==> src/rtl/spi_memory_master_pkg.sv <==
`default_nettype none
// ============================================================================
//  Module   : spi_memory_master_pkg
//  Purpose  : Shared widths, frame constants and FSM encodings for the
//             SPI serial-memory master.
//  Revision : 1.0  initial release
// ============================================================================
package spi_memory_master_pkg;

    localparam int c_MEM_ADDR_WIDTH     = 15;
    localparam int c_MEM_DATA_WIDTH     = 8;
    localparam int c_BYTE_WIDTH         = 8;
    localparam int c_SPI_WRITE_FLAG_BIT = 7;

    // Top-level transaction states
    localparam logic [2:0] c_ST_IDLE     = 3'd0;
    localparam logic [2:0] c_ST_SELECT   = 3'd1;
    localparam logic [2:0] c_ST_ADDR_LO  = 3'd2;
    localparam logic [2:0] c_ST_ADDR_HI  = 3'd3;
    localparam logic [2:0] c_ST_DATA     = 3'd4;
    localparam logic [2:0] c_ST_STALL    = 3'd5;
    localparam logic [2:0] c_ST_DESELECT = 3'd6;
    localparam logic [2:0] c_ST_HOLD     = 3'd7;

    // Second frame byte: upper address bits with the write flag on top.
    function automatic logic [c_BYTE_WIDTH-1:0] cmd_byte(
        input logic                          i_write,
        input logic [c_MEM_ADDR_WIDTH-9:0]   i_addr_hi
    );
        logic [c_BYTE_WIDTH-1:0] r_b;
        r_b = c_BYTE_WIDTH'(i_addr_hi);
        r_b[c_SPI_WRITE_FLAG_BIT] = i_write;
        return r_b;
    endfunction

endpackage
`default_nettype wire

==> src/rtl/spi_byte_shifter.sv <==
`default_nettype none
// ============================================================================
//  Module   : spi_byte_shifter
//  Purpose  : Half-period divider plus one-byte LSB-first SPI shifter.
//             A byte is 8 x (low, high) half-periods followed by one extra
//             low half-period, after which completion is reported.
//  Revision : 1.0  initial release
// ============================================================================
module spi_byte_shifter
    import spi_memory_master_pkg::*;
#(
    parameter int CLK_DIV = 4
) (
    input  logic                    clk,
    input  logic                    reset,
    input  logic                    i_en,
    input  logic                    i_load,
    input  logic [c_BYTE_WIDTH-1:0] i_byte,
    input  logic                    i_miso,
    output logic                    o_tick,
    output logic                    o_tail_start,
    output logic                    o_byte_done,
    output logic                    o_sck,
    output logic                    o_mosi,
    output logic [c_BYTE_WIDTH-1:0] o_rx_byte
);

    localparam logic [7:0] c_DIV_LAST  = 8'(CLK_DIV - 1);
    localparam logic [4:0] c_HP_TAIL   = 5'd16;
    localparam logic [4:0] c_HP_LAST_H = 5'd15;

    logic [7:0]              r_div;
    logic                    r_active;
    logic [4:0]              r_hp;
    logic                    r_sck;
    logic                    r_mosi;
    logic [c_BYTE_WIDTH-2:0] r_tx_sh;
    logic [c_BYTE_WIDTH-1:0] r_rx_sh;
    logic                    w_tick;
    logic                    w_edge;

    assign w_tick       = i_en & (r_div == c_DIV_LAST);
    assign w_edge       = r_active & w_tick;
    assign o_tick       = w_tick;
    assign o_tail_start = w_edge & (r_hp == c_HP_LAST_H);
    assign o_byte_done  = w_edge & (r_hp == c_HP_TAIL);
    assign o_sck        = r_sck;
    assign o_mosi       = r_mosi;
    assign o_rx_byte    = r_rx_sh;

    // Half-period divider; a byte load realigns it so every phase is exact
    always_ff @(posedge clk) begin
        if (reset || !i_en || i_load || w_tick) begin
            r_div <= '0;
        end else begin
            r_div <= r_div + 8'd1;
        end
    end

    // Phase sequencing: even half-periods low, odd high, index 16 is the gap
    always_ff @(posedge clk) begin
        if (reset) begin
            r_active <= 1'b0;
            r_hp     <= '0;
            r_sck    <= 1'b0;
            r_mosi   <= 1'b0;
            r_tx_sh  <= '0;
            r_rx_sh  <= '0;
        end else if (i_load) begin
            r_active <= 1'b1;
            r_hp     <= '0;
            r_sck    <= 1'b0;
            r_mosi   <= i_byte[0];
            r_tx_sh  <= i_byte[c_BYTE_WIDTH-1:1];
        end else if (w_edge) begin
            if (r_hp == c_HP_TAIL) begin
                r_active <= 1'b0;
            end else begin
                r_hp <= r_hp + 5'd1;
                if (!r_hp[0]) begin
                    r_sck   <= 1'b1;
                    r_rx_sh <= {i_miso, r_rx_sh[c_BYTE_WIDTH-1:1]};
                end else begin
                    r_sck <= 1'b0;
                    if (r_hp != c_HP_LAST_H) begin
                        r_mosi  <= r_tx_sh[0];
                        r_tx_sh <= {1'b0, r_tx_sh[c_BYTE_WIDTH-2:1]};
                    end
                end
            end
        end
    end

endmodule
`default_nettype wire

==> src/rtl/spi_memory_master.sv <==
`default_nettype none
// ============================================================================
//  Module   : spi_memory_master
//  Purpose  : SPI master for a serial memory: select, two address bytes,
//             len data bytes (write from tx stream / read to rx stream),
//             deselect and hold.
//  Revision : 1.0  initial release
// ============================================================================
module spi_memory_master
    import spi_memory_master_pkg::*;
#(
    parameter int CLK_DIV   = 4,
    parameter int LEN_WIDTH = 8
) (
    input  logic                        clk,
    input  logic                        reset,
    input  logic                        start,
    input  logic                        write,
    input  logic [c_MEM_ADDR_WIDTH-1:0] addr,
    input  logic [LEN_WIDTH-1:0]        len,
    input  logic [c_MEM_DATA_WIDTH-1:0] tx_data,
    input  logic                        tx_valid,
    output logic                        tx_ready,
    output logic [c_MEM_DATA_WIDTH-1:0] rx_data,
    output logic                        rx_valid,
    output logic                        busy,
    output logic                        done,
    output logic                        _select,
    output logic                        sck,
    output logic                        mosi,
    input  logic                        miso
);

    logic [2:0]                  r_state;
    logic                        r_busy;
    logic                        r_done;
    logic                        r_sel_n;
    logic                        r_tx_ready;
    logic                        r_rx_valid;
    logic [c_MEM_DATA_WIDTH-1:0] r_rx_data;
    logic                        r_write;
    logic [c_MEM_ADDR_WIDTH-1:0] r_addr;
    logic [LEN_WIDTH-1:0]        r_remain;
    logic [c_BYTE_WIDTH-1:0]     r_hold;
    logic                        r_have;

    logic                        w_tick;
    logic                        w_tail_start;
    logic                        w_byte_done;
    logic [c_BYTE_WIDTH-1:0]     w_rx_byte;
    logic                        w_accept;
    logic                        w_avail;
    logic [c_BYTE_WIDTH-1:0]     w_next_byte;
    logic                        w_load;
    logic [c_BYTE_WIDTH-1:0]     w_load_byte;

    assign w_accept    = tx_valid & r_tx_ready;
    assign w_avail     = r_have | w_accept;
    assign w_next_byte = r_have ? r_hold : tx_data;

    assign tx_ready = r_tx_ready;
    assign rx_data  = r_rx_data;
    assign rx_valid = r_rx_valid;
    assign busy     = r_busy;
    assign done     = r_done;
    assign _select  = r_sel_n;

    spi_byte_shifter #(
        .CLK_DIV (CLK_DIV)
    ) u_shifter (
        .clk          (clk),
        .reset        (reset),
        .i_en         (r_busy),
        .i_load       (w_load),
        .i_byte       (w_load_byte),
        .i_miso       (miso),
        .o_tick       (w_tick),
        .o_tail_start (w_tail_start),
        .o_byte_done  (w_byte_done),
        .o_sck        (sck),
        .o_mosi       (mosi),
        .o_rx_byte    (w_rx_byte)
    );

    // Decide when the shifter starts its next byte and what it shifts out
    always_comb begin
        w_load      = 1'b0;
        w_load_byte = '0;
        case (r_state)
            c_ST_SELECT: begin
                if (w_tick) begin
                    w_load      = 1'b1;
                    w_load_byte = r_addr[c_BYTE_WIDTH-1:0];
                end
            end
            c_ST_ADDR_LO: begin
                if (w_byte_done) begin
                    w_load      = 1'b1;
                    w_load_byte = cmd_byte(r_write, r_addr[c_MEM_ADDR_WIDTH-1:8]);
                end
            end
            c_ST_ADDR_HI: begin
                if (w_byte_done && r_remain != '0 && (!r_write || w_avail)) begin
                    w_load      = 1'b1;
                    w_load_byte = r_write ? w_next_byte : '0;
                end
            end
            c_ST_DATA: begin
                if (w_byte_done && r_remain != LEN_WIDTH'(1) && (!r_write || w_avail)) begin
                    w_load      = 1'b1;
                    w_load_byte = r_write ? w_next_byte : '0;
                end
            end
            c_ST_STALL: begin
                if (w_accept) begin
                    w_load      = 1'b1;
                    w_load_byte = tx_data;
                end
            end
            default: ;
        endcase
    end

    // Transaction FSM, handshakes and status pulses
    always_ff @(posedge clk) begin
        if (reset) begin
            r_state    <= c_ST_IDLE;
            r_busy     <= 1'b0;
            r_done     <= 1'b0;
            r_sel_n    <= 1'b1;
            r_tx_ready <= 1'b0;
            r_rx_valid <= 1'b0;
            r_rx_data  <= '0;
            r_write    <= 1'b0;
            r_addr     <= '0;
            r_remain   <= '0;
            r_hold     <= '0;
            r_have     <= 1'b0;
        end else begin
            r_done     <= 1'b0;
            r_rx_valid <= 1'b0;
            if (w_accept) begin
                r_tx_ready <= 1'b0;
                if (r_state != c_ST_STALL) begin
                    r_hold <= tx_data;
                    r_have <= 1'b1;
                end
            end
            // A byte handed to the shifter empties the holding slot
            if (w_load) begin
                r_have <= 1'b0;
            end
            case (r_state)
                c_ST_IDLE: begin
                    // done cycle is also busy=0; a start there is dropped
                    if (start && !r_done) begin
                        r_busy   <= 1'b1;
                        r_sel_n  <= 1'b0;
                        r_write  <= write;
                        r_addr   <= addr;
                        r_remain <= len;
                        r_state  <= c_ST_SELECT;
                    end
                end
                c_ST_SELECT: begin
                    if (w_tick) begin
                        r_state <= c_ST_ADDR_LO;
                    end
                end
                c_ST_ADDR_LO: begin
                    if (w_byte_done) begin
                        r_state <= c_ST_ADDR_HI;
                    end
                end
                c_ST_ADDR_HI: begin
                    if (w_tail_start && r_write && r_remain != '0) begin
                        r_tx_ready <= 1'b1;
                    end
                    if (w_byte_done) begin
                        if (r_remain == '0) begin
                            r_state <= c_ST_DESELECT;
                        end else if (w_load) begin
                            r_state <= c_ST_DATA;
                        end else begin
                            r_state <= c_ST_STALL;
                        end
                    end
                end
                c_ST_DATA: begin
                    if (w_tail_start && r_write && r_remain > LEN_WIDTH'(1)) begin
                        r_tx_ready <= 1'b1;
                    end
                    if (w_byte_done) begin
                        r_remain <= r_remain - LEN_WIDTH'(1);
                        if (!r_write) begin
                            r_rx_valid <= 1'b1;
                            r_rx_data  <= w_rx_byte;
                        end
                        if (r_remain == LEN_WIDTH'(1)) begin
                            r_state <= c_ST_DESELECT;
                        end else if (w_load) begin
                            r_state <= c_ST_DATA;
                        end else begin
                            r_state <= c_ST_STALL;
                        end
                    end
                end
                c_ST_STALL: begin
                    if (w_accept) begin
                        r_state <= c_ST_DATA;
                    end
                end
                c_ST_DESELECT: begin
                    if (w_tick) begin
                        r_sel_n <= 1'b1;
                        r_state <= c_ST_HOLD;
                    end
                end
                c_ST_HOLD: begin
                    if (w_tick) begin
                        r_busy  <= 1'b0;
                        r_done  <= 1'b1;
                        r_state <= c_ST_IDLE;
                    end
                end
                default: r_state <= c_ST_IDLE;
            endcase
        end
    end

endmodule
`default_nettype wire

==> config.mk <==
export PLATFORM = sky130hd
export DESIGN_NAME = spi_memory_master
export DESIGN_NICKNAME = d
export VERILOG_FILES = /design/src/rtl/spi_memory_master_pkg.sv /design/src/rtl/spi_byte_shifter.sv /design/src/rtl/spi_memory_master.sv
export SDC_FILE = /design/constraint.sdc
export NUM_CORES = 1
export LEC_CHECK = 0
export BUFFER_PORTS_ARGS = -buffer_cell sky130_fd_sc_hd__clkbuf_2
export CORE_ASPECT_RATIO = 1.5
export CORE_MARGIN = 3
export CORE_UTILIZATION = 54
export CTS_BUF_LIST = sky130_fd_sc_hd__clkbuf_8
export DETAILED_ROUTE_END_ITERATION = 7
export PLACE_DENSITY = 0.74
export SYNTH_ARGS = -nofsm -noshare
export SYNTH_HDL_FRONTEND = slang
export SYNTH_HIERARCHICAL = 1
export SYNTH_SLANG_ARGS = --single-unit
==> constraint.sdc <==
create_clock -name clk -period 3.3 [get_ports clk]
set_input_delay 0.165 -clock clk [delete_from_list [all_inputs] [get_ports clk]]
set_output_delay 0.165 -clock clk [all_outputs]
set_load 0.02 [all_outputs]
======== After elaboration in Yosys (flattened, before gate mapping) ========
Cells that the tools add are included.
word-level totals
  flip-flop bits (word level) ............. 80
  bits of input ports ..................... 37
  logic and storage cells ................. 152
cells by class
  mux-type cells .......................... 54
  $add $sub $neg .......................... 3
  bitwise gates (word level) .............. 13
  reductions and logical operators ........ 39
  equal/unequal tests ..................... 23
  magnitude comparators ................... 1
operator list
  operator             count
  $mux 8               9
  $pmux 8 s5           1
  $mux 7               5
  $mux 3               9
  $pmux 3 s8           1
  $mux 1               23
  $pmux 8 s2           1
  $reduce_bool 2->1    7
  $eq 3x3->1 const B   4
  $reduce_and 3->1     4
  $ne 2x2->1 const B   5
  $add 8x1->8 const B  1
  $eq 8x1->1 const B   1
  $eq 8x2->1 const B   1
  $gt 8x1->1 const B   1
  $logic_and 1x1->1    8
  $logic_not 8->1      1
  $ne 2x1->1 const B   4
  $ne 8x1->1 const B   1
  $reduce_and 2->1     4
  $reduce_and 4->1     2
  $reduce_and 8->1     1
  $reduce_bool 8->1    1
  $sub 8x1->8 const B  1
  other kinds (18)     37

======== Logic depth before layout (Yosys ltp) ========
Gate-level depths: netlist of run 1.
  depth in word-level cells ............... 12
  mapped depth ............................ 12
  depth with buffers taken out ............ 12

======== By module ========
Netlist of run 1, hierarchy kept.
modules (own cells, without submodules)
  module             times used  area each (um2)  cells an instance
  spi_memory_master  1           2394.8           284
  spi_byte_shifter   1           1372.6           148

======== Least setup slack after synthesis of run 1 ========
No wires, ideal clock.
  path kind ............................... reg2reg
  from .................................... register u_shifter.r_hp[0]
  to ...................................... register u_shifter.r_rx_sh[0], in the netlist u_shifter/o_rx_byte[0]
  library setup time ...................... 114 ps
  setup slack ............................. 377 ps
  path buffers ............................ 1
  cell stages (with the launch flop) ...... 12
  arrival time ............................ 2808 ps
  clock period less this slack ............ 2923 ps
  cells stage by stage .................... dfxtp_1 > inv_1 > ha_1 > nand4bb_1 > nor2_1 > clkbuf_1 > a31oi_1 > o221ai_1 > or3b_2 > nor4_4 > mux2i_1 > nor2_1
on the way
  longest elaborated chain between the ends .. 8
  elaborated cells on any way between the ends .. 14
  classes of those cells .................. eq/ne: 1; mux: 4; bitwise: 4; reduce/logical: 5
ends and longest elaborated chain
  element                                                   RTL line                                            RTL
  start, declared                                           spi_byte_shifter.sv:34                              logic [4:0] r_hp;
  start signal, assigned                                    spi_byte_shifter.sv:79                              r_hp <= r_hp + 5'd1;
  $eq 5x5->1 (*)                                            spi_byte_shifter.sv:46                              assign o_byte_done = w_edge & (r_hp == c_HP_TAIL);
  $and 1x1->1 (*)                                           spi_byte_shifter.sv:46
  via w_byte_done                                           spi_memory_master.sv:49                             logic w_byte_done;
  $logic_and 1x1->1, on equally long branches (2 in a row)  spi_memory_master.sv:109, spi_memory_master.sv:103
  $mux 1, on equally long branches                          spi_memory_master.sv:109, spi_memory_master.sv:103
  $pmux 1 s5 (*)                                            spi_memory_master.sv:89                             case (r_state)
  via w_load                                                spi_memory_master.sv:54                             logic w_load;
  $not 1->1 (no line) (*)                                   --
  $reduce_and 4->1 (no line) (*)                            --
  end signal, assigned                                      spi_byte_shifter.sv:82                              r_rx_sh <= {i_miso, r_rx_sh[c_BYTE_WIDTH-1:1]};
  end, declared                                             spi_byte_shifter.sv:38                              logic [c_BYTE_WIDTH-1:0] r_rx_sh;
The timed path passes the listed nets; every way through them passes the cells marked *.
A chain may end at the register's enable or synchronous reset.

======== Worst setup path after layout of run 1 ========
  from .................................... register u_shifter.r_div[0]
  to ...................................... register u_shifter.r_mosi, in the netlist u_shifter/o_mosi
on the way
  elaborated cells on any way between the ends .. 24
  classes of those cells .................. eq/ne: 2; mux: 11; bitwise: 3; reduce/logical: 8
RTL lines
  element                                                   RTL line                                            RTL
  start, declared                                           spi_byte_shifter.sv:32                              logic [7:0] r_div;
  start signal, assigned                                    spi_byte_shifter.sv:56                              r_div <= r_div + 8'd1;
  $eq 8x2->1 (*)                                            spi_byte_shifter.sv:42                              assign w_tick = i_en & (r_div == c_DIV_LAST);
  $and 1x1->1 (*)                                           spi_byte_shifter.sv:42
  $and 1x1->1 (*)                                           spi_byte_shifter.sv:43                              assign w_edge = r_active & w_tick;
  $and 1x1->1 (*)                                           spi_byte_shifter.sv:46
  via w_byte_done                                           spi_memory_master.sv:49
  $logic_and 1x1->1, on equally long branches (2 in a row)  spi_memory_master.sv:109, spi_memory_master.sv:103
  $mux 8, on equally long branches                          spi_memory_master.sv:109, spi_memory_master.sv:103
  $pmux 8 s5 (*)                                            spi_memory_master.sv:89
  via w_load_byte[0]                                        spi_memory_master.sv:55                             logic [c_BYTE_WIDTH-1:0] w_load_byte;
  $mux 1 (*)                                                spi_byte_shifter.sv:69                              end else if (i_load) begin
  end signal, assigned                                      spi_byte_shifter.sv:73                              r_mosi <= i_byte[0];
  end signal, assigned                                      spi_byte_shifter.sv:86                              r_mosi <= r_tx_sh[0];
  end, declared                                             spi_byte_shifter.sv:36                              logic r_mosi;
Marked as above.

==> flow_summary.yaml, run 1 <==
timing:
  min_period_ps: 2830
  slew_viol_final: 0
  rsz0062_at_grt: "false"
  max-slew-margin-rel: 0.540
  fmax_mhz: 354
  hold_viol_final: 0
  setup_violations: 0
  period_share: 0.857
  skew_ps: 7.59
  tns_ps: 0
  worstMarginPinSlew_ps: 691
critical_path:
  end_kind: "register"
  cp.arrival_ps: 3100
  critical_path.startpoint_type: "register"
  cp_slowest_stage_delay_ps: 510
  critPathSlowestCell: "o41ai_4"
  crit_fanout: 8
  critPathKind: "reg -> reg"
  cp_data_required_time_ps: 3580
  cp_cell_sequence: "ha_1 -> nor4bb_1 -> nand3_1 -> nor2_2 -> nand2_1 -> o41ai_4 -> a221o_1 -> nor2_1 -> nor4_1"
yosys:
  synth_common_cells: "79 x dfxtp_1, 67 x nor2_1, 52 x nand2_1"
  syn_avg_cell_area_sq_um: 8.72
  synth_top_area_frac: 0.420
  ys_seq_area_frac: 0.420
  yosysMostFrequentCell: "dfxtp_1"
  synth_edf_count: 0
  synth_cells: 432
  ys_ff_latch: 79
  synthTopCellsByArea: "dfxtp_1 42%, mux2i_1 6.9%, nor2_1 6.7%"
  yosysUniqueCellTypes: 57
  synth_async_sr_flop_share: 0
  syn_area_sq_mm: 0.00377
  synth_fp_nets: 476
  yosysWarnings: 6
  yosysTopAreaCell: "dfxtp_1"
  ys.flop_type: "dfxtp_1"
drt:
  drc: 0
  drt.antenna.violating_nets: 0
  drt_iter0_drc: 184
  routed_via_density: 5.66
  detail_route.wl_per_cell_um: 14.1
  firstDrtPassIters: 4
  vias: 3192
  wl_mm: 7.97
global_route:
  met1_usage: 0.267
  grt_pass1_wl_mm: 13.7
  busiest_layer: "met2"
  grt_usage: 0.216
  groute.layer.met3.usage: 0.0474
  use_met2: 0.364
  grt_pass1_vias: 3039
  grt_antenna_before_repair: 0
  grt-ovfl-total: 0
  grt_max_degree: 37
clock_tree:
  cts_buffers: 9
  cts-root-buf: "clkbuf_8"
  clkSinkCount: 79
  clk_path_buf_depth: 2
  cts_tree: "built"
  htree_num_levels: 3
  worstSkewPairLatency_ps: 360
  clkTransAtPathRegs_ps: 80
layout:
  nFillCells: 568
  area_growth_pct: 14.8
  final_layout_size_suffix_gt1_frac: 0.195
  fin_nets: 527
  stdcell_area_sq_mm: 0.00432
  antennaDiodeCount: 0
placement:
  portBuffers: 51
  placed_area_sq_mm: 0.00409
  hpwl_mm: 5.64
  finalWeightedCongestion: 0.874
power_and_ir_drop:
  power_density_mw_per_mm2: 470
  ir_drop_mv: 0.309
  p_leak_nw: 1.82
status:
  status: "finished clean"
die:
  die_x_um: 74.2
  core_area_sq_mm: 0.00662
  fp-row-count: 36
  die_y_um: 108
  dieArea_sq_mm: 0.00804
  pin_count: 52
  initial_utilization: 0.569
job:
  cap_viol_max_count: 0
min_path:
  hp-class: "in -> reg"
[cell families after synthesis]
kind of cell,after synthesis,share of synthesized area
and+or+nand+nor,195,0.264
AOI/OAI and AO/OA,83,0.158
DFF,79,0.420
muxes,31,0.0840
buffers and inverters,30,0.0352
xor gates and xnor gates,7,0.0163
adders and majority gates,7,0.0232
[worst max-delay path: cells and delay by family (launching register included)]
| family | cells | cell delay [ps] |
|---|---|---|
| simple gates | 6 | 1310 |
| compound gates | 2 | 750 |
| flops | 1 | 400 |
| fa+ha+maj | 1 | 280 |
[final cells by class]
| type | instances | area [sq um] | share of cell area |
|---|---|---|---|
| Tap cell | 76 | 95.1 | 0.0220 |
| Multi-Input combinational cell | 323 | 2060 | 0.475 |
| Timing Repair Buffer | 60 | 323 | 0.0747 |
| Clock inverter | 5 | 80.1 | 0.0185 |
| Inverter | 10 | 37.5 | 0.00868 |
| Clock buffer | 11 | 151 | 0.0350 |
| Sequential cell | 79 | 1580 | 0.366 |
[final timing paths]
check / from / endpoint / slack, ps / depth (start not counted)
worst max register to register: u_shifter/r_div[0]$_SDFF_PP0_ / u_shifter/o_mosi$_SDFFE_PP0P_ / 470 / 9
worst max-delay path: u_shifter/r_div[0]$_SDFF_PP0_ / u_shifter/o_mosi$_SDFFE_PP0P_ / 470 / 9
worst min register to register: r_addr[2]$_SDFFE_PP0P_ / r_addr[2]$_SDFFE_PP0P_ / 460 / 2
worst min-delay path: addr[12] / r_addr[12]$_SDFFE_PP0P_ / 20 / 3
[sequential cells by signal (all words and copies together) (netlist names)]
| register | count |
|---|---|
| r_hold | 8 |
| u_shifter/o_mosi | 1 |
| u_shifter/r_div | 8 |
| r_addr | 15 |
| u_shifter/r_active | 1 |
| rx_data | 8 |
| r_remain | 8 |
| u_shifter/r_tx_sh | 7 |
| tx_ready | 1 |
| r_write | 1 |
| busy | 1 |
| u_shifter/r_hp | 5 |
| r_state | 3 |
| done | 1 |
| u_shifter/o_rx_byte | 8 |
| _select | 1 |
| r_have | 1 |
| rx_valid | 1 |
[power by group]
group / internal (W) / switching [W]
Sequential: 0.000985 / 0.0000259
Combinational: 0.0000754 / 0.000118
Clock: 0.000467 / 0.000360
[layer usage]
layer,part of all wire,up-vias
met1,0.44,1470
li1,-,1644
met5,0,-
met2,0.50,64
met3,0.045,14
met4,0.015,0
[placed cells by master (no fill, tap or decap), types with 10 or more instances in the layout]
| cell type | Yosys | routed |
|---|---|---|
| a22o_1 | 10 | 10 |
| nor2_1 | 67 | 66 |
| clkbuf_8 | 1 | 11 |
| mux2i_1 | 26 | 26 |
| clkbuf_2 | 0 | 51 |
| nand3_1 | 13 | 13 |
| nand2_1 | 52 | 52 |
| inv_1 | 10 | 11 |
| a21oi_1 | 31 | 31 |
| dfxtp_1 | 79 | 79 |
| nor3_1 | 15 | 15 |
[metrics by stage]
step | util | worst slack (ps) | std cells | total power, W | hold WS (ps)
finish | 0.653 | 473 | 564 | 0.00203 | 16.9
global route | 0.653 | 63.6 | 564 | 0.00211 | 19.0
CTS | 0.653 | 324 | 564 | 0.00204 | 10.2
detailed placement | 0.618 | 381 | 548 | 0.00122 | 393
global placement | 0.618 | 533 | 548 | 0.00122 | 388
floorplan | - | 377 | 432 | 0.00116 | 301
[what timing repair did]
| item | in CTS | in global routing |
|---|---|---|
| buffers inserted | 0 | 0 |
| hold buffers | 0 | 0 |
| resized for setup | 0 | 1 |
| endpoints found under the setup margin | 0 | 1 |
(Power assumes the default switching activity.)
==> run 2, diff against run 1 <==
--- a/config.mk
+++ b/config.mk
@@ -9,9 +9,9 @@
 export CORE_ASPECT_RATIO = 1.5
 export CORE_MARGIN = 3
 export CORE_UTILIZATION = 54
-export CTS_BUF_LIST = sky130_fd_sc_hd__clkbuf_8
 export DETAILED_ROUTE_END_ITERATION = 7
 export PLACE_DENSITY = 0.74
+export RECOVER_POWER = 25
 export SYNTH_ARGS = -nofsm -noshare
 export SYNTH_HDL_FRONTEND = slang
 export SYNTH_HIERARCHICAL = 1
==> run 2 against run 1 <==
Compared with the run above: wire length is 0.34% lower; critical path depth is 1 higher; hold slack better by 8.8 ps; largest power group unchanged; utilization is 0.34 points lower; first-iteration DRC count is 0.54% lower; sequential power hardly changed; clock-buffer cell count is 1 higher; worst setup slack worse by 39 ps; non-clock buffer count stayed put; fmax is 1.4% lower; clock power hardly changed; via count hardly changed.
==> flow_summary.yaml, run 2 (synthesis gave the netlist of run 1 again) <==
status:
  status: "finished clean"
timing:
  setup_violations: 0
  hold_viol_final: 0
  period_share: 0.869
  rsz0062_at_grt: "false"
  slew_viol_final: 0
  hold_slack_ps: 25.7
  min_period_ps: 2870
  skew_ps: 7.76
  worstMarginPinSlew_ps: 797
  tns_ps: 0
  fmax_mhz: 349
  max-slew-margin-rel: 0.469
clock_tree:
  htree_num_levels: 3
  clkSinkCount: 79
  cts_tree: "built"
  clk_path_buf_depth: 2
  cts_buffers: 9
  clkTransAtPathRegs_ps: 80
  worstSkewPairLatency_ps: 350
  ctsHoldBuffers: 0
  post_cts_buffers: 0
  ctsResizeCount: 0
  cts-root-buf: "clkbuf_8"
placement:
  placed_area_sq_mm: 0.00409
  hpwl_mm: 5.64
  finalWeightedCongestion: 0.874
  portBuffers: 51
global_route:
  grt_pass1_vias: 3039
  grt_pass1_wl_mm: 13.7
  grt-ovfl-total: 0
  grt_usage: 0.216
  grt_max_degree: 37
  grt_antenna_before_repair: 0
drt:
  drc: 0
  drt.antenna.violating_nets: 0
  wl_mm: 7.94
  vias: 3195
  routed_via_density: 5.66
  firstDrtPassIters: 4
  detail_route.wl_per_cell_um: 14.1
  drt_iter0_drc: 183
layout:
  multi_input_area_sq_mm: 0.00206
  regMostFlops: "r_addr"
  stdcell_area_sq_mm: 0.00430
  antennaDiodeCount: 0
  register_area_sq_mm: 0.00158
  most-common-layout-cells: "79 x dfxtp_1, 66 x nor2_1, 52 x nand2_1"
  area_growth_pct: 14.2
  fin_nets: 527
  layout_commonest_cell: "dfxtp_1"
  largest_reg_flops: 15
  finish.utilization: 0.650
  final_layout_size_suffix_gt1_frac: 0.162
  nFillCells: 577
critical_path:
  cp.arrival_ps: 3100
  cp_data_required_time_ps: 3530
  reg2reg_from: "r_state[0]$_SDFFE_PP0P_"
  critical_path.startpoint_type: "register"
  critPathKind: "reg -> reg"
  r2r_end: "u_shifter/o_rx_byte[5]$_SDFFE_PP0P_"
  crit_fanout: 19
  end_kind: "register"
  r2r_slack_ps: 430
  worst_r2r_path_depth: 10
die:
  fp-row-count: 36
  die_y_um: 108
  initial_utilization: 0.569
  die_x_um: 74.2
  core_area_sq_mm: 0.00662
  pin_count: 52
  dieArea_sq_mm: 0.00804
power_and_ir_drop:
  power_density_mw_per_mm2: 471
  ir_drop_mv: 0.308
  pwr-share-clk: 0.407
  internal_power_w: 0.00153
  combinationalPowerShare: 0.094
  p_leak_nw: 1.76
  p_seq_frac: 0.498
  p_switching_w: 0.000498
  swShare: 0.246
min_path:
  hp-class: "in -> reg"
  min-delay-start: "addr[12]"
  worstHoldEndpoint: "r_addr[12]$_SDFFE_PP0P_"
  hold_depth: 3
job:
  cap_viol_max_count: 0
==> run 2: layout make-up <==
cell class | count | share of cell area
clock buffers | 12 | 0.0361
clock inverters | 4 | 0.0177
inverters | 10 | 0.00873
multi-input cells | 323 | 0.478
flip-flops and latches | 79 | 0.368
well taps | 76 | 0.0221
repair buffers | 60 | 0.0698
==> run 2: worst max-delay path by stage <==
| stage | startpoint | endpoint | cells after the start |
|---|---|---|---|
| finish | r_state[0]$_SDFFE_PP0P_ | u_shifter/o_rx_byte[5]$_SDFFE_PP0P_ | 10 |
| global route | u_shifter/r_div[0]$_SDFF_PP0_ | u_shifter/o_mosi$_SDFFE_PP0P_ | 9 |
| CTS | u_shifter/r_div[0]$_SDFF_PP0_ | u_shifter/o_mosi$_SDFFE_PP0P_ | 9 |
| detailed placement | u_shifter/r_div[0]$_SDFF_PP0_ | u_shifter/o_mosi$_SDFFE_PP0P_ | 9 |
| global placement | u_shifter/r_div[0]$_SDFF_PP0_ | u_shifter/o_mosi$_SDFFE_PP0P_ | 9 |
| floorplan | u_shifter/r_hp[0]$_SDFFE_PP0P_ | u_shifter/o_rx_byte[0]$_SDFFE_PP0P_ | 11 |
==> run 2: power by group through the flow <==
stage	combinational, W	clock, W	sequential (W)
after CTS	0.000194	0.000841	0.00101
after floorplan	0.000135	0	0.00103
after global placement	0.000188	0	0.00103
after global routing	0.000218	0.000881	0.00102
after detailed placement	0.000192	0	0.00103
final	0.000191	0.000825	0.00101
==> run 2: worst max-delay path, cell delays in order (launching register included) <==
cell	delay (ps)
dfxtp_1	310
clkbuf_1	340
nand3b_1	220
a22oi_2	90
nor3_2	420
o221ai_1	210
or3b_2	520
nor4_4	140
buf_4	230
mux2i_1	210
nor2_1	60
==> run 2: routing by layer <==
| layer | GRT usage | wire (um) | vias to the layer above |
|---|---|---|---|
| met5 | 0 | 0 | - |
| met4 | 0.0751 | 112 | 0 |
| met3 | 0.0474 | 313 | 12 |
| met2 | 0.364 | 3990 | 63 |
| met1 | 0.267 | 3530 | 1477 |
| li1 | - | - | 1643 |
==> run 2: through the flow <==
| step | instances | total power (W) | worst slack [ps] |
|---|---|---|---|
| 2_1_floorplan | 432 | 0.00116 | 377 |
| 3_3_place_gp | 548 | 0.00122 | 533 |
| 3_5_place_dp | 548 | 0.00122 | 381 |
| 4_1_cts | 564 | 0.00205 | 324 |
| 5_1_grt | 564 | 0.00211 | 63.6 |
| 6_report | 564 | 0.00203 | 434 |
